$ cat src/rtl/data_memory_param.sv
`default_nettype none
// ============================================================================
// Module      : data_memory_param
// Description : Single-port word memory with self-zeroing INIT sweep,
//               1-cycle registered reads, range checking and a clear request.
// Revision    : 1.0 - initial release
// ============================================================================
module data_memory_param #(
  parameter int DATA_W = 8,
  parameter int ADDR_W = 8,
  parameter int DEPTH  = 256
) (
  input  logic              clk,
  input  logic              rst_n,
  input  logic              req,
  input  logic              we,
  input  logic [ADDR_W-1:0] addr,
  input  logic [DATA_W-1:0] wdata,
  input  logic              clr,
  output logic              ready,
  output logic [DATA_W-1:0] rdata,
  output logic              rvalid,
  output logic              err
);

  // Index width of the implemented array; at least one bit so DEPTH=1 still builds.
  localparam int c_IDX_W = (DEPTH > 1) ? $clog2(DEPTH) : 1;
  localparam logic [c_IDX_W-1:0] c_LAST = c_IDX_W'(DEPTH - 1);

  localparam logic [0:0] c_ST_INIT = 1'b0;
  localparam logic [0:0] c_ST_IDLE = 1'b1;

  logic [DATA_W-1:0]  r_mem [DEPTH];
  logic [0:0]         r_state;
  logic [c_IDX_W-1:0] r_cnt;
  logic [DATA_W-1:0]  r_rdata;
  logic               r_rvalid;
  logic               r_err;

  logic               w_ready;
  logic               w_accept;
  logic               w_addr_ok;
  logic [c_IDX_W-1:0] w_idx;

  // Address compared at 32 bits so DEPTH == 2**ADDR_W is representable.
  assign w_addr_ok = ({{(32-ADDR_W){1'b0}}, addr} < 32'(DEPTH));
  // Low index bits only; aliasing for out-of-range addresses is masked by w_addr_ok.
  assign w_idx     = addr[c_IDX_W-1:0];
  assign w_ready   = (r_state == c_ST_IDLE);
  // clr wins over a simultaneous request.
  assign w_accept  = req & w_ready & ~clr;

  assign ready  = w_ready;
  assign rdata  = r_rdata;
  assign rvalid = r_rvalid;
  assign err    = r_err;

  // Array storage: never reset; zeroed word-by-word during INIT, else written by accepted in-range writes.
  always_ff @(posedge clk) begin
    if (r_state == c_ST_INIT) begin
      r_mem[r_cnt] <= '0;
    end else if (w_accept && we && w_addr_ok) begin
      r_mem[w_idx] <= wdata;
    end
  end

  // Sweep FSM: INIT counts through every word, IDLE serves accesses until clr.
  always_ff @(posedge clk or negedge rst_n) begin
    if (!rst_n) begin
      r_state <= c_ST_INIT;
      r_cnt   <= '0;
    end else begin
      case (r_state)
        c_ST_INIT: begin
          if (r_cnt == c_LAST) begin
            r_state <= c_ST_IDLE;
            r_cnt   <= '0;
          end else begin
            r_cnt <= r_cnt + 1'b1;
          end
        end
        default: begin
          if (clr) begin
            r_state <= c_ST_INIT;
            r_cnt   <= '0;
          end
        end
      endcase
    end
  end

  // Response registers: rvalid/err pulse one cycle after an accepted access, rdata holds otherwise.
  always_ff @(posedge clk or negedge rst_n) begin
    if (!rst_n) begin
      r_rdata  <= '0;
      r_rvalid <= 1'b0;
      r_err    <= 1'b0;
    end else begin
      r_rvalid <= w_accept & ~we;
      r_err    <= w_accept & ~w_addr_ok;
      if (w_accept && !we) begin
        r_rdata <= w_addr_ok ? r_mem[w_idx] : '0;
      end
    end
  end

endmodule
`default_nettype wire
$ cat config.mk
export PLATFORM = sky130hd
export DESIGN_NAME = data_memory_param
export DESIGN_NICKNAME = d
export VERILOG_FILES = /design/src/rtl/data_memory_param.sv
export SDC_FILE = /design/constraint.sdc
export NUM_CORES = 2
export LEC_CHECK = 0
export CELL_PAD_IN_SITES_DETAIL_PLACEMENT = 0
export CELL_PAD_IN_SITES_GLOBAL_PLACEMENT = 1
export CORE_MARGIN = 1
export CORE_UTILIZATION = 46
export CTS_BUF_LIST = sky130_fd_sc_hd__clkbuf_8
export DETAILED_ROUTE_END_ITERATION = 10
export GPL_ROUTABILITY_DRIVEN = 1
export PLACE_DENSITY = 0.72
export SKIP_CTS_REPAIR_TIMING = 1
export SLEW_MARGIN = 10
export SYNTH_ARGS = -nofsm -noshare
export SYNTH_HDL_FRONTEND = slang
export SYNTH_SLANG_ARGS = --single-unit
$ cat constraint.sdc
create_clock -name clk -period 6.1 [get_ports clk]
set_input_delay 1.22 -clock clk [delete_from_list [all_inputs] [get_ports clk]]
set_output_delay 1.22 -clock clk [all_outputs]
set_load 0.02 [all_outputs]
# After elaboration in Yosys (flattened, before gate mapping)
# Memory sizes are Yosys's and may differ from the RTL's. A register that Yosys moved wholly into a read port is not among the register bits.
# Cells that the tools add are included.
[classes]
add_sub_neg = 1
n_eq_ne = 2
n_mux = 13
n_bitwise = 5
reduce_logical = 5
[ops]
columns = ["op", "count"]
rows = [
  ["$mux 8", 5],
  ["$add 8x1->8 const B", 1],
  ["$eq 8x8->1 const B", 1],
  ["$mux 1", 8],
  ["$reduce_or 8->1", 1],
  ["$and 1x1->1", 3],
  ["$logic_and 1x1->1", 2],
  ["$logic_not 1->1", 2],
  ["$ne 2x2->1 const B", 1],
  ["$not 1->1", 2],
]
[word_totals]
reg_bits = 10
mem_bits_rw = 2048
input_bits = 21
out_inout_bits = 11
n_memories = 1
[memory_table]
columns = ["memory", "depth", "width", "read_ports", "rd_clocked_by_memory_dff", "wr", "line_no", "text"]
rows = [
  ["r_mem", 256, 8, 1, 1, 1, "33", "logic [DATA_W-1:0] r_mem [DEPTH];"],
]

# Longest topological paths before layout
[depth]
word_depth = 8
depth_mapped = 12
ltp_nobuf = 7

# Worst setup path after synthesis
# OpenSTA, ideal clock, no wires.
[synth_path]
kind = "input to register"
startpoint = "input port clr"
endpoint = "memory r_mem[0][0], data pin"
arrival_ns = 5.160
required_ns = 5.231
path_slack_ns = 0.070
path_stages = 4
path_cell_list = "nor2b_1 > and3_1 > clkbuf_1 > and2_1"
[synth_via]
elab_chain_len = 8
[synth_rtl]
columns = ["element", "line_no", "text"]
rows = [
  ["start, declared", "19", "input logic clr,"],
  ["$not 1->1", "51", "assign w_accept = req & w_ready & ~clr;"],
  ["$and 1x1->1", "51", ""],
  ["$logic_and 1x1->1", "62", "end else if (w_accept && we && w_addr_ok) begin"],
  ["$mux 1", "62", ""],
  ["$mux 1", "60", "if (r_state == c_ST_INIT) begin"],
  ["$mux 1 (implied by the code)", "63", "r_mem[w_idx] <= wdata;"],
  ["$reduce_or 8->1 (no source line)", "-", ""],
  ["$mux 8 (no source line)", "-", ""],
  ["end, declared", "33", ""],
]
# Every way passes these cells.

# Worst setup path in the final report
[layout_path]
startpoint = "register r_state (netlist: ready)"
endpoint = "memory r_mem[106][6] (enable)"
[layout_via]
elab_chain_len = 8
elab_cells_between_ends = 10
cone_classes = "mux (6); bitwise (2); reduce/logical (2)"
[layout_rtl]
columns = ["element", "line_no", "text"]
rows = [
  ["start, declared", "34", "logic [0:0] r_state;"],
  ["start signal, assigned", "70", "r_state <= c_ST_INIT;"],
  ["start signal, assigned", "76", "r_state <= c_ST_IDLE;"],
  ["start signal, assigned", "84", "r_state <= c_ST_INIT;"],
  ["$and 1x1->1 (2 in series)", "51", ""],
  ["$logic_and 1x1->1", "62", ""],
  ["$mux 1", "62", ""],
  ["$mux 1", "60", ""],
  ["$mux 1 (implied by the code)", "63", ""],
  ["$reduce_or 8->1 (no source line)", "-", ""],
  ["$mux 8 (no source line) / $mux 1 (equally long branches)", "-", ""],
]
# Several ways; a longest one is shown, not always the timed one.

==> results.sh <==
export IMPL_wl_um=208000
export IMPL_synthFlopType="edfxtp_1"
export IMPL_cts_made_buffers=332
export IMPL_io_buffers=30
export IMPL_cts_tree="done"
export IMPL_swShare_pct=24.2
export IMPL_dr_first_iter_drc_count=5244
export IMPL_path_clk_slew_ns=0.06
export IMPL_fmax_mhz=205
export IMPL_seq_area_frac_synth_pct=77.0
export IMPL_place_area_um2=83800
export IMPL_maxCapViolations=0
export IMPL_drc=0
export IMPL_internal_power_mw=22.1
export IMPL_die_width_um=420
export IMPL_place_hpwl_um=125000
export IMPL_tns_ns=0
export IMPL_grt_pass1_wl_um=295000
export IMPL_utilization_pct=51.6
export IMPL_post_drt_wl_per_cell_um=31.0
export IMPL_synthCells=3848
export IMPL_final_period_utilization_pct=79.9
export IMPL_syn_cell_area_um2=80400
export IMPL_slew_headroom_pct=15.9
export IMPL_num_rows=153
export IMPL_fin_cells=6694
export IMPL_crit_path_cell_trace="nor2b_1, nand3_1, o21ai_0, nand2_1, nor2_1"
export IMPL_io_pins=32
export IMPL_finClkSkew_ns=0.0753
export IMPL_yosysTopAreaCell="edfxtp_1"
export IMPL_p_seq_share_pct=54.6
export IMPL_vdd_drop_max_uv=227
export IMPL_yosysWarnings=0
export IMPL_p_per_area_nw_per_um2=324
export IMPL_coreArea_um2=174000
export IMPL_synth_edff_count=2048
export IMPL_power_mw=29.1
export IMPL_end_kind="flip-flop"
export IMPL_crit_type="flip-flop to flip-flop"
export IMPL_syn_area_per_cell_um2=20.9
export IMPL_dp_cells=6117
export IMPL_grt_pass1_vias=40609
export IMPL_start_util_pct=46.3
export IMPL_netlist_top_cells_area="edfxtp_1, mux4_2, mux2i_1"
export IMPL_cts_sinks=2066
export IMPL_antenna_found_initial=8
export IMPL_crit_required_ns=6.73
export IMPL_p_switching_mw=7.03
export IMPL_grt_overflow=0
export IMPL_holdCritPathClass="primary input to asynchronous set/reset pin"
export IMPL_synthArstFlopShare_pct=0.871
export IMPL_ant_nets=0
export IMPL_clkLatencyLatePin_ns=1.07
export IMPL_root_buffer="clkbuf_8"
export IMPL_p_clk_share_pct=38.0
export IMPL_rsz0062_at_grt="false"
export IMPL_grt_max_degree=145
export IMPL_fin_area_um2=89800
export IMPL_synth_cell_types=65
export IMPL_yosysMostFrequentCell="edfxtp_1"
export IMPL_synth_common_cells="edfxtp_1, mux4_2, nor2_1"
export IMPL_hold_viol_final=0
export IMPL_num_vias=40568
export IMPL_final_max_slew_viol_count=0
export IMPL_cpPeakStageDelay_ns=1.10
export IMPL_final_layout_size_suffix_gt1_share_pct=23.3
export IMPL_die_h_um=420
export IMPL_nNetsFinal=4148
export IMPL_viasPerCell=6.06
export IMPL_min_period_ns=4.87
export IMPL_start_kind="flip-flop"
export IMPL_synth_top_area_share_pct=76.5
export IMPL_synth_nets=3870
export IMPL_setup_violations=0
export IMPL_cp_max_fo=18
export IMPL_synth_seq_cells=2066
export IMPL_area_growth_pct=11.6
export IMPL_cts_htree_levels=5
export IMPL_tightest_slew_ns=1.25
export IMPL_drtPass1Iterations=6
export IMPL_crit_slowest_cell="o21ai_0"
export IMPL_gp_congestion=0.876
export IMPL_power_frac_comb_pct=7.5
export IMPL_status="complete, no violations"
export IMPL_cp_arrival_ns=5.50
export IMPL_clk_path_buf_depth=4
export IMPL_p_leak_nw=26.2
export IMPL_die_area_um2=177000
export IMPL_grtUsageTotal_pct=23.7
[worst max-delay path, delay by kind of cell, from the launching register on]
family / cells / cell delay, ns
simple gates: 4 / 2.55
compound gates: 1 / 1.10
flops: 1 / 0.79
[metal layers]
layer	vias to the layer above	part of all wire (%)	GRT usage, %
met3	364	9.1	5.56
met2	2129	47	36.7
li1	16731	-	-
met4	0	3.1	8.31
met1	21344	40	33.2
met5	-	0	0
[final cells by class]
class	count	area, µm²
Clock inverter	232	1320
Multi-Input combinational cell	1540	17100
Clock buffer	339	4670
Inverter	6	22.5
Timing Repair Buffer	180	1800
Fill cell	13740	84100
Antenna cell	6	15.0
Sequential cell	2066	61900
Tap cell	2325	2910
[registers in the layout, indices dropped and copies added (netlist names)]
signal,cells
r_mem,2048
r_cnt,8
rdata,8
ready,1
rvalid,1
[cells in the final DEF, fill, tap and decap left out, types with 29 or more instances in the layout]
| cell type | synthesis | layout |
|---|---|---|
| a211oi_1 | 29 | 29 |
| a21oi_1 | 42 | 42 |
| a22oi_1 | 141 | 141 |
| buf_12 | 14 | 30 |
| buf_4 | 21 | 121 |
| clkbuf_8 | 0 | 339 |
| clkinv_1 | 2 | 83 |
| clkinv_2 | 0 | 40 |
| edfxtp_1 | 2048 | 2048 |
| inv_1 | 4 | 94 |
| mux2i_1 | 156 | 156 |
| mux4_2 | 421 | 421 |
| nand2_1 | 95 | 95 |
| nand3_1 | 53 | 45 |
| nor2_1 | 269 | 268 |
| o21ai_0 | 32 | 32 |
| o221ai_1 | 34 | 34 |
| o22ai_1 | 40 | 40 |
[stage by stage]
stage / hold WS (ns) / setup WS, ns
2_1_floorplan: 0.550 / 0.0701
3_3_place_gp: 0.663 / 0.418
3_5_place_dp: 0.677 / 0.296
4_1_cts: 0.473 / 1.24
5_1_grt: 0.546 / 1.06
6_report: 0.524 / 1.23
[kinds of logic (layout without fill, tap and decap cells)]
group | Yosys count | after routing | synth area share (%)
AO/OA/AOI/OAI | 429 | 429 | 3.85
buffers and inverters | 242 | 757 | 1.85
adder cells (fa/ha/maj) | 1 | 1 | 0.0156
AND/OR/NAND/NOR | 500 | 500 | 2.70
XOR/XNOR | 3 | 3 | 0.0327
flip-flops | 2066 | 2066 | 77.0
other | 1 | 7 | 0.00466
multiplexers | 606 | 606 | 14.5
[power groups by stage]
| stage | sequential (mW) | clock [mW] | combinational [mW] |
|---|---|---|---|
| floorplan | 16.1 | 0 | 1.17 |
| global placement | 16.2 | 0 | 2.12 |
| detailed placement | 16.2 | 0 | 2.14 |
| CTS | 15.9 | 11.2 | 2.15 |
| global route | 15.9 | 11.8 | 2.23 |
| finish | 15.9 | 11.1 | 2.17 |
[final timing paths]
| check | from | endpoint | slack [ns] | cells after the start |
|---|---|---|---|---|
| setup / recovery | ready | r_mem[106][6] | 1.23 | 5 |
| hold / removal | rst_n | rdata[3] | 0.52 | 2 |
| setup reg to reg | ready | r_mem[106][6] | 1.23 | 5 |
| hold reg to reg | rdata[7] | rdata[7] | 0.67 | 2 |
| max in group asynchronous | rst_n | rdata[5] | 5.31 | 2 |
| min in group clk | rdata[7] | rdata[7] | 0.67 | 2 |
Power figures use the tool's default switching activity.
